**src/rtl/turret_bullet_ctrl.sv**
```systemverilog
// Single-bullet projectile controller: launches from the turret muzzle on a fire edge,
// steps once per frame tick, retires on edge exit or hit, then holds off for a cooldown.
module turret_bullet_ctrl #(
  parameter int X_MAX      = 639,
  parameter int Y_MAX      = 479,
  parameter int STEP_SHIFT = 1,
  parameter int COOLDOWN   = 8
) (
  input  logic       clk2,
  input  logic       Reset,
  input  logic       fire,
  input  logic [9:0] motion_x_in,
  input  logic [9:0] motion_y_in,
  input  logic [9:0] origin_x,
  input  logic [9:0] origin_y,
  input  logic       hit,
  output logic       bullet_active,
  output logic [9:0] bullet_x,
  output logic [9:0] bullet_y,
  output logic [7:0] shot_count
);

  // state  | meaning
  // S_IDLE | no bullet, waiting for a fire edge with non-zero aim
  // S_FLY  | bullet in flight, stepping once per tick
  // S_COOL | bullet retired, counting down before the next launch is allowed
  typedef enum logic [1:0] {S_IDLE, S_FLY, S_COOL} state_e;

  localparam int COOL_TICKS = (COOLDOWN < 1) ? 1 : COOLDOWN;
  localparam int CW         = (COOL_TICKS < 2) ? 1 : $clog2(COOL_TICKS);
  localparam logic [CW-1:0]     COOL_LOAD = CW'(COOL_TICKS - 1);
  localparam logic signed [11:0] X_LIM    = 12'(X_MAX);
  localparam logic signed [11:0] Y_LIM    = 12'(Y_MAX);

  state_e        state_q, state_d;
  logic [9:0]    bullet_x_q, bullet_x_d;
  logic [9:0]    bullet_y_q, bullet_y_d;
  logic [9:0]    vx_q, vx_d;
  logic [9:0]    vy_q, vy_d;
  logic [CW-1:0] cool_cnt_q, cool_cnt_d;
  logic [7:0]    shot_count_q, shot_count_d;
  logic          fire_prev_q;

  logic              fire_rise;
  logic              aim_nonzero;
  logic signed [11:0] vx_ext, vy_ext;
  logic signed [11:0] step_x, step_y;
  logic signed [11:0] nx, ny;
  logic               out_of_bounds;

  assign fire_rise   = fire & ~fire_prev_q;
  assign aim_nonzero = (motion_x_in != 10'd0) || (motion_y_in != 10'd0);

  // 12-bit signed math leaves headroom so an exit past either edge is visible, never wrapped
  assign vx_ext = {{2{vx_q[9]}}, vx_q};
  assign vy_ext = {{2{vy_q[9]}}, vy_q};
  assign step_x = vx_ext <<< STEP_SHIFT;
  assign step_y = vy_ext <<< STEP_SHIFT;
  assign nx     = $signed({2'b00, bullet_x_q}) + step_x;
  assign ny     = $signed({2'b00, bullet_y_q}) + step_y;

  assign out_of_bounds = nx[11] || (nx > X_LIM) || ny[11] || (ny > Y_LIM);

  always_comb begin
    state_d      = state_q;
    bullet_x_d   = bullet_x_q;
    bullet_y_d   = bullet_y_q;
    vx_d         = vx_q;
    vy_d         = vy_q;
    cool_cnt_d   = cool_cnt_q;
    shot_count_d = shot_count_q;

    case (state_q)
      S_IDLE: begin
        if (fire_rise && aim_nonzero) begin
          state_d      = S_FLY;
          bullet_x_d   = origin_x;
          bullet_y_d   = origin_y;
          vx_d         = motion_x_in;
          vy_d         = motion_y_in;
          shot_count_d = shot_count_q + 8'd1;
        end
      end
      S_FLY: begin
        if (hit || out_of_bounds) begin
          state_d    = S_COOL;
          cool_cnt_d = COOL_LOAD;
        end else begin
          bullet_x_d = nx[9:0];
          bullet_y_d = ny[9:0];
        end
      end
      S_COOL: begin
        if (cool_cnt_q == '0) begin
          state_d = S_IDLE;
        end else begin
          cool_cnt_d = cool_cnt_q - 1'b1;
        end
      end
      default: state_d = S_IDLE;
    endcase
  end

  always_ff @(posedge clk2) begin
    if (!Reset) begin
      state_q      <= S_IDLE;
      bullet_x_q   <= '0;
      bullet_y_q   <= '0;
      vx_q         <= '0;
      vy_q         <= '0;
      cool_cnt_q   <= '0;
      shot_count_q <= '0;
      fire_prev_q  <= 1'b0;
    end else begin
      state_q      <= state_d;
      bullet_x_q   <= bullet_x_d;
      bullet_y_q   <= bullet_y_d;
      vx_q         <= vx_d;
      vy_q         <= vy_d;
      cool_cnt_q   <= cool_cnt_d;
      shot_count_q <= shot_count_d;
      fire_prev_q  <= fire;
    end
  end

  assign bullet_active = (state_q == S_FLY);
  assign bullet_x      = bullet_x_q;
  assign bullet_y      = bullet_y_q;
  assign shot_count    = shot_count_q;

endmodule
```
**config.mk**
```make
export PLATFORM = sky130hd
export DESIGN_NAME = turret_bullet_ctrl
export DESIGN_NICKNAME = d
export VERILOG_FILES = /design/src/rtl/turret_bullet_ctrl.sv
export SDC_FILE = /design/constraint.sdc
export NUM_CORES = 1
export LEC_CHECK = 0
export ABC_CLOCK_PERIOD_IN_PS = 4800
export CORE_MARGIN = 2
export CORE_UTILIZATION = 40
export CTS_CLUSTER_SIZE = 14
export DETAILED_ROUTE_END_ITERATION = 12
export GPL_ROUTABILITY_DRIVEN = 0
export HOLD_SLACK_MARGIN = 0.05
export PLACE_DENSITY = 0.66
export SYNTH_ARGS = -nofsm -noshare
export SYNTH_HDL_FRONTEND = slang
export SYNTH_SLANG_ARGS = --single-unit
export TNS_END_PERCENT = 50
```
**constraint.sdc**
```tcl
create_clock -name clk2 -period 4.8 [get_ports clk2]
set_clock_uncertainty 0.1 [all_clocks]
set_input_delay 0.48 -clock clk2 [delete_from_list [all_inputs] [get_ports clk2]]
set_output_delay 0.48 -clock clk2 [all_outputs]
set_load 0.005 [all_outputs]
```
# Word level (Yosys, flattened, before mapping)
# Index checks and enable logic that the tools add are counted.
totals:
  reg_bits: 54
  inputBits: 44
  out_inout_bits: 29
  wordCells: 52
op_classes:
  n_addsub: 4
  magnitude_cmp: 2
  n_eq_ne: 7
  muxes: 13
  bitwise: 2
  n_reduce_logical: 16
op_table:
  columns: ["cell", "n"]
  rows:
  - ["two-way mux 10 bit", 4]
  - ["one-hot mux 10 bit (2 select lines)", 2]
  - ["adder 11 x 11 -> 12 bit", 2]
  - ["nonzero test 10 bit", 2]
  - ["> comparator 12 x 10 -> 1 bit, second input constant", 1]
  - ["> comparator 12 x 11 -> 1 bit, second input constant", 1]
  - ["AND reduction 3 bit", 3]
  - ["adder 8 x 1 -> 8 bit, second input constant", 1]
  - ["inequality test 2 bit, second input constant", 4]
  - ["two-way mux 2 bit", 3]
  - ["two-way mux 3 bit", 2]
  - ["one-hot mux 2 bit (3 select lines)", 1]
  - ["one-hot mux 3 bit (2 select lines)", 1]
  - ["logical OR 1 bit", 5]
  - ["nonzero test 2 bit", 2]
  - ["zero test 3 bit", 1]
  - ["subtractor 3 x 1 -> 3 bit, second input constant", 1]
  - ["equality test 2 x 1 -> 1 bit, second input constant", 1]
  - ["equality test 2 bit, second input constant", 1]
  - ["zero test 2 bit", 1]
  - ["inequality test 2 x 1 -> 1 bit, second input constant", 1]
  - ["AND reduction 2 bit", 1]
  - ["AND 1 bit", 1]
  - ["logical AND 1 bit", 1]
  - ["inverter 1 bit", 1]

# Longest topological paths before layout
depth:
  word_depth: 8
  depth_mapped: 12
  depth_no_buf: 11

# Least setup slack after synthesis
# No wires, ideal clock.
synth_timing:
  kind: "flip-flop to flip-flop"
  from: "register bullet_y_q[1], in the netlist bullet_y[1]"
  to: "register bullet_x_q[6], in the netlist bullet_x[6]"
  t_arrival_ns: 2.804
  required_time_ns: 4.628
  path_slack_ns: 1.824
  path_stages_with_launch: 13
  path_buffers: 1
  synth_period_minus_slack_ns: 2.976
  path_cell_list: "dfxtp_1 > ha_1 > inv_1 > fa_1 > nand2b_1 > a21oi_2 > a41oi_2 > xor2_1 > a311oi_1 > a311oi_4 > a21oi_4 > buf_6 > mux2i_1"
synth_between:
  elab_chain_len: 6
  elab_cells_between_ends: 7
  cone_classes: "1 x add/sub; 1 x order compare; 1 x eq/ne; 4 x reduce/logical"
synth_lines:
  columns: ["item", "line", "source"]
  rows:
  - ["start: declaration", "37", "logic [9:0] bullet_y_q, bullet_y_d;"]
  - ["start signal: assignment", "117", "bullet_y_q <= bullet_y_d;"]
  - ["adder 11 x 11 -> 12 bit *", "60", "assign ny = $signed({2'b00, bullet_y_q}) + step_y;"]
  - ["> comparator 12 x 10 -> 1 bit / logical OR 1 bit (equally long branches)", "62", "assign out_of_bounds = nx[11] || (nx > X_LIM) || ny[11] || (ny > Y_LIM);"]
  - ["logical OR 1 bit *", "62", null]
  - ["logical OR 1 bit *", "85", "if (hit || out_of_bounds) begin"]
  - ["inequality test 2 bit (no source line) *", null, null]
  - ["AND reduction 3 bit (no source line) *", null, null]
  - ["end signal: assignment", "116", "bullet_x_q <= bullet_x_d;"]
  - ["end: declaration", "36", "logic [9:0] bullet_x_q, bullet_x_d;"]
# Every way passes the cells marked *; elsewhere a longest branch is shown, timed or not.
# A chain may end at the register's enable or synchronous reset.

# Worst setup path after layout
# Ends and elaborated chain as after synthesis.

==> impl_summary.md <==
Yosys
The per-instance average area after synthesis is approximately 8.6 um2. The predominant post-synthesis flop cell is sky130_fd_sc_hd__dfxtp_1. Synthesis inferred 54 register bits. Yosys instantiated no cell more often than sky130_fd_sc_hd__dfxtp_1. sky130_fd_sc_hd__dfxtp_1 takes more of the synthesized area than any other cell. The mux cell area share after synthesis is between 10% and 20%. The fraction of the mapped netlist area in compound gates is approximately 16%.

The commonest cells after synthesis are sky130_fd_sc_hd__dfxtp_1, sky130_fd_sc_hd__nor2_1, sky130_fd_sc_hd__nand2_1, sky130_fd_sc_hd__mux2i_1, sky130_fd_sc_hd__ha_1. Yosys attributes the largest share of cell area to sky130_fd_sc_hd__dfxtp_1, sky130_fd_sc_hd__mux2i_1, sky130_fd_sc_hd__ha_1. The synthesized netlist occupies a cell area of 3190 um2. The count of flip-flops with a built-in enable after synthesis is 0.

Summing the areas of all xor and xnor instances in the mapped netlist gives 5.77% of the synthesized area. The adder and majority gate portion of the synthesized area is a little under a tenth. The number of library cell types mapped by synthesis is ~50. The top cell type by area accounts for between 30% and 40% of the synthesized area.

The basic-gate share of the synthesized area counting and, or, nand and nor cells is 18.2%. The sequential share of the synthesized area is between 30% and 40%. By area, the combinational part of the netlist is dominated by simple AND/OR/NAND/NOR gates.

The cell count after synthesis is around 370. Synthesis produced a netlist with a net count of 438. After synthesis, the share of flip-flops with an asynchronous set or reset is 0%. The yosys synthesis warning count is 0.

Layout
Registers take 1080 um2. The finished cells cover about 4100 um2. In the final layout, the share of cells above drive strength 1 is between 4 and 5%. From synthesis to final layout, the design area changed by 27.9%. After the last flow step, the layout net total stands at between 500 and 600. The count of antenna diodes in the layout is 0. The layout has roughly 740 filler cells. The area taken by multi-input logic gates is about 2000 um2.

CTS
The buffer levels on the longest clock path is 2. The later pin in the worst-skew pair is clocked with a latency of 0.32 ns. The TritonCTS clock tree is done.

The post-cts repair resize count is 0. The number of buffers inserted by hold repair at cts is 0. The H-tree was split into 2 levels. The number of clock buffers added by TritonCTS is 5. The number of sinks handled by clock tree synthesis is 54. Post-CTS timing repair inserted 0 buffers for setup. After clock tree synthesis, the clock-pin slew on the worst setup and hold paths is 0.11 ns.

Clock tree synthesis selected as its root buffer the cell sky130_fd_sc_hd__clkbuf_8.

Detailed routing
The average vias per placed instance is between 5 and 6. Once detail routing completed, the nets flagged for antenna violations numbered 0. In this run, the number of DRC markers left after iteration 0 of detailed routing was about 120.

In the routed design, unresolved DRC markers number 0. For this block, the routed nets add up to 8100 um of wire. The routed via count is ~2.8k. The average routed wire per standard cell is between 15 and 20 um. Before antenna repair, the detailed router went through 4 iterations.

Power and ir drop
The worst-case IR drop observed on VDD is about 0.14 mV. In this run the power spent charging and discharging nets is 0.364 mW. The share of total power in combinational logic is roughly 30%. The power density over the cells is approximately 280 nW/um2. In this run, the clock network consumes about 24% of the power. Sequential cells burn a little under half of the power. The overall power of the completed layout is 1.12 mW. The total leakage power is around 1.7 nW. The cell-internal power is about 0.76 mW. The switching power share of the total is roughly a third.

Critical path
The critical-path cell with the highest stage delay is sky130_fd_sc_hd__a21oi_4. STA classifies the critical path startpoint as a flop. The worst flop-to-flop path startpoint is bullet_y[1]. At the worst endpoint, the arrival time is around 3.6 ns. For this run, the slowest stage of the critical path takes 0.65 ns. The path depth of the worst reg2reg path is 11. The worst setup path is of the flop to flop kind.

Walking the worst path, the cells encountered are ha_1, inv_1, fa_1, nand2b_1, a21oi_2, a41oi_2, xor2_1, a311oi_1, a311oi_4, a21oi_4, mux2i_1. The maximum fanout along the worst path is 16. In this run the register-to-register setup slack is roughly 1.4 ns. The kind of end point of the critical path is a flop.

The worst register-to-register path ends at bullet_x[6]. The worst path required time is ~5.0 ns.

STA
Measured against its own limit, the worst slew margin works out to around a third. Setup repair after global routing left no endpoint under its margin. The count of final setup violators is 0. The max-slew violation count is 0.

The final number of hold-violating endpoints is 0. Setup total negative slack on the finished layout was measured at 0 ns. After layout, the worst path uses about 70% of the clock period.

The smallest setup slack after layout is 1.36 ns. The maximum achievable frequency is roughly 0.29 GHz. At the pin with the least slew margin, the transition time is about 1.0 ns. The post-layout minimum cycle time is roughly 3.4 ns.

Placed design
The post-DP HPWL is roughly 6000 um. The number of input and output port buffers inserted is 72. Timing analysis after detailed placement gives a worst setup slack of 1.37 ns. The placement-stage cell area is between 3000 and 4000 um2.

GRT
The via count of the first global-routing pass is 2810. Entering global routing, the biggest net connects 30 pins. The first global-routing pass estimated approximately 13000 um of wire. The initial antenna violation count is 0.

Global routing used between 10% and 20% of the available tracks. The total congestion overflow after global routing is 0.

Die
The die covers around 8700 um2. For this configuration, the core starts out at a cell density of around two fifths. The die width is just over 90 um. For this design the top-level I/O count stands at 73. After floorplanning, the core was sized to cover between 7000 and 8000 um2.

The die boundary height is approximately 93 um. After floorplanning, the core was divided into 32 placement rows.

Hold path
The source of the worst hold timing path is bullet_x[0]. The worst hold path terminates at bullet_x[0]. The worst hold path class is flop to flop. The worst hold path stage count is 2.

Status
The flow ran to the end, and the final reports show no timing, DRC or antenna violations.

Job
Max-cap violations in this run came to 0.
placed cells by master, fill, tap and decap left out, types with 3 or more instances in the layout:
cell	n
sky130_fd_sc_hd__inv_1	18
sky130_fd_sc_hd__clkbuf_8	5
sky130_fd_sc_hd__nor2_1	46
sky130_fd_sc_hd__nand2_1	44
sky130_fd_sc_hd__mux2i_1	37
sky130_fd_sc_hd__xnor2_1	8
sky130_fd_sc_hd__a211oi_1	8
sky130_fd_sc_hd__xor2_1	13
sky130_fd_sc_hd__buf_4	3
sky130_fd_sc_hd__o211ai_1	10
sky130_fd_sc_hd__or3_1	5
sky130_fd_sc_hd__nand2b_1	4
sky130_fd_sc_hd__o21ai_0	9
sky130_fd_sc_hd__o31a_1	3
sky130_fd_sc_hd__clkdlybuf4s50_1	72
sky130_fd_sc_hd__dfxtp_1	54
sky130_fd_sc_hd__nand3_1	6
sky130_fd_sc_hd__a21o_1	5
sky130_fd_sc_hd__nor4_1	5
sky130_fd_sc_hd__a21oi_2	3
sky130_fd_sc_hd__a21oi_1	17
sky130_fd_sc_hd__and2_1	4
sky130_fd_sc_hd__ha_1	21
sky130_fd_sc_hd__nand4_1	3
worst max-delay path: cells and delay by family, from the launching register on:
| kind | cells | cell delay [ns] |
|---|---|---|
| buf+inv | 1 | 0.06 |
| simple gates | 1 | 0.17 |
| flops | 1 | 0.37 |
| fa+ha+maj | 2 | 0.58 |
| mux | 1 | 0.27 |
| xor+xnor | 1 | 0.20 |
| compound gates | 5 | 1.61 |
cell type report:
| type | instances | area share (%) |
|---|---|---|
| timing repair buffer | 75 | 18.2 |
| clock buffer | 5 | 1.69 |
| sequential | 54 | 26.5 |
| multi-input combinational | 281 | 48.2 |
| tap | 102 | 3.13 |
| clock inverter | 3 | 0.583 |
| inverter | 18 | 1.66 |
cells by family (layout without fill, tap and decap cells):
group	Yosys count	count (layout)
multiplexers	37	37
buffers and inverters	36	101
XOR/XNOR	21	21
AND/OR/NAND/NOR	128	128
flip-flops	54	54
AO/OA/AOI/OAI	72	72
adder cells (fa/ha/maj)	23	23
how the worst max path moves through the flow:
stage | startpoint | slack, ns | cells past startpoint | to
floorplan | bullet_y[1] | 1.82 | 12 | bullet_x[6]
global placement | bullet_y[1] | 1.47 | 11 | bullet_y[1]
detailed placement | bullet_y[1] | 1.37 | 11 | bullet_x[6]
CTS | bullet_y[1] | 1.34 | 11 | bullet_x[6]
global route | bullet_y[1] | 1.07 | 11 | bullet_x[3]
finish | bullet_y[1] | 1.36 | 11 | bullet_x[6]
flip-flops by register name (all words and copies together) (netlist names):
| register | cells |
|---|---|
| bullet_x | 10 |
| bullet_y | 10 |
| vx_q | 10 |
| vy_q | 10 |
| shot_count | 8 |
| cool_cnt_q | 3 |
| state_q | 2 |
| fire_prev_q | 1 |
routing by layer:
metal	up-vias	part of all wire (%)	track usage, %
li1	1427	-	-
met4	0	0.74	3.31
met5	-	0	0
met2	63	48	34.0
met1	1324	47	24.8
met3	6	4.2	3.79
per-stage QoR:
stage	utilization, %	hold slack, ns	cells
6_report	52.8	0.367	538
3_3_place_gp	51.6	0.347	530
3_5_place_dp	51.6	0.349	530
2_1_floorplan	-	0.353	371
5_1_grt	52.8	0.387	538
4_1_cts	52.8	0.368	538
power by group through the flow:
stage | Combinational, mW | Clock (mW) | Sequential, mW
2_1_floorplan | 0.214 | 0 | 0.520
3_3_place_gp | 0.330 | 0 | 0.525
3_5_place_dp | 0.338 | 0 | 0.525
4_1_cts | 0.340 | 0.277 | 0.515
5_1_grt | 0.376 | 0.299 | 0.521
6_report | 0.338 | 0.272 | 0.515
Power figures use the tool's default switching activity.
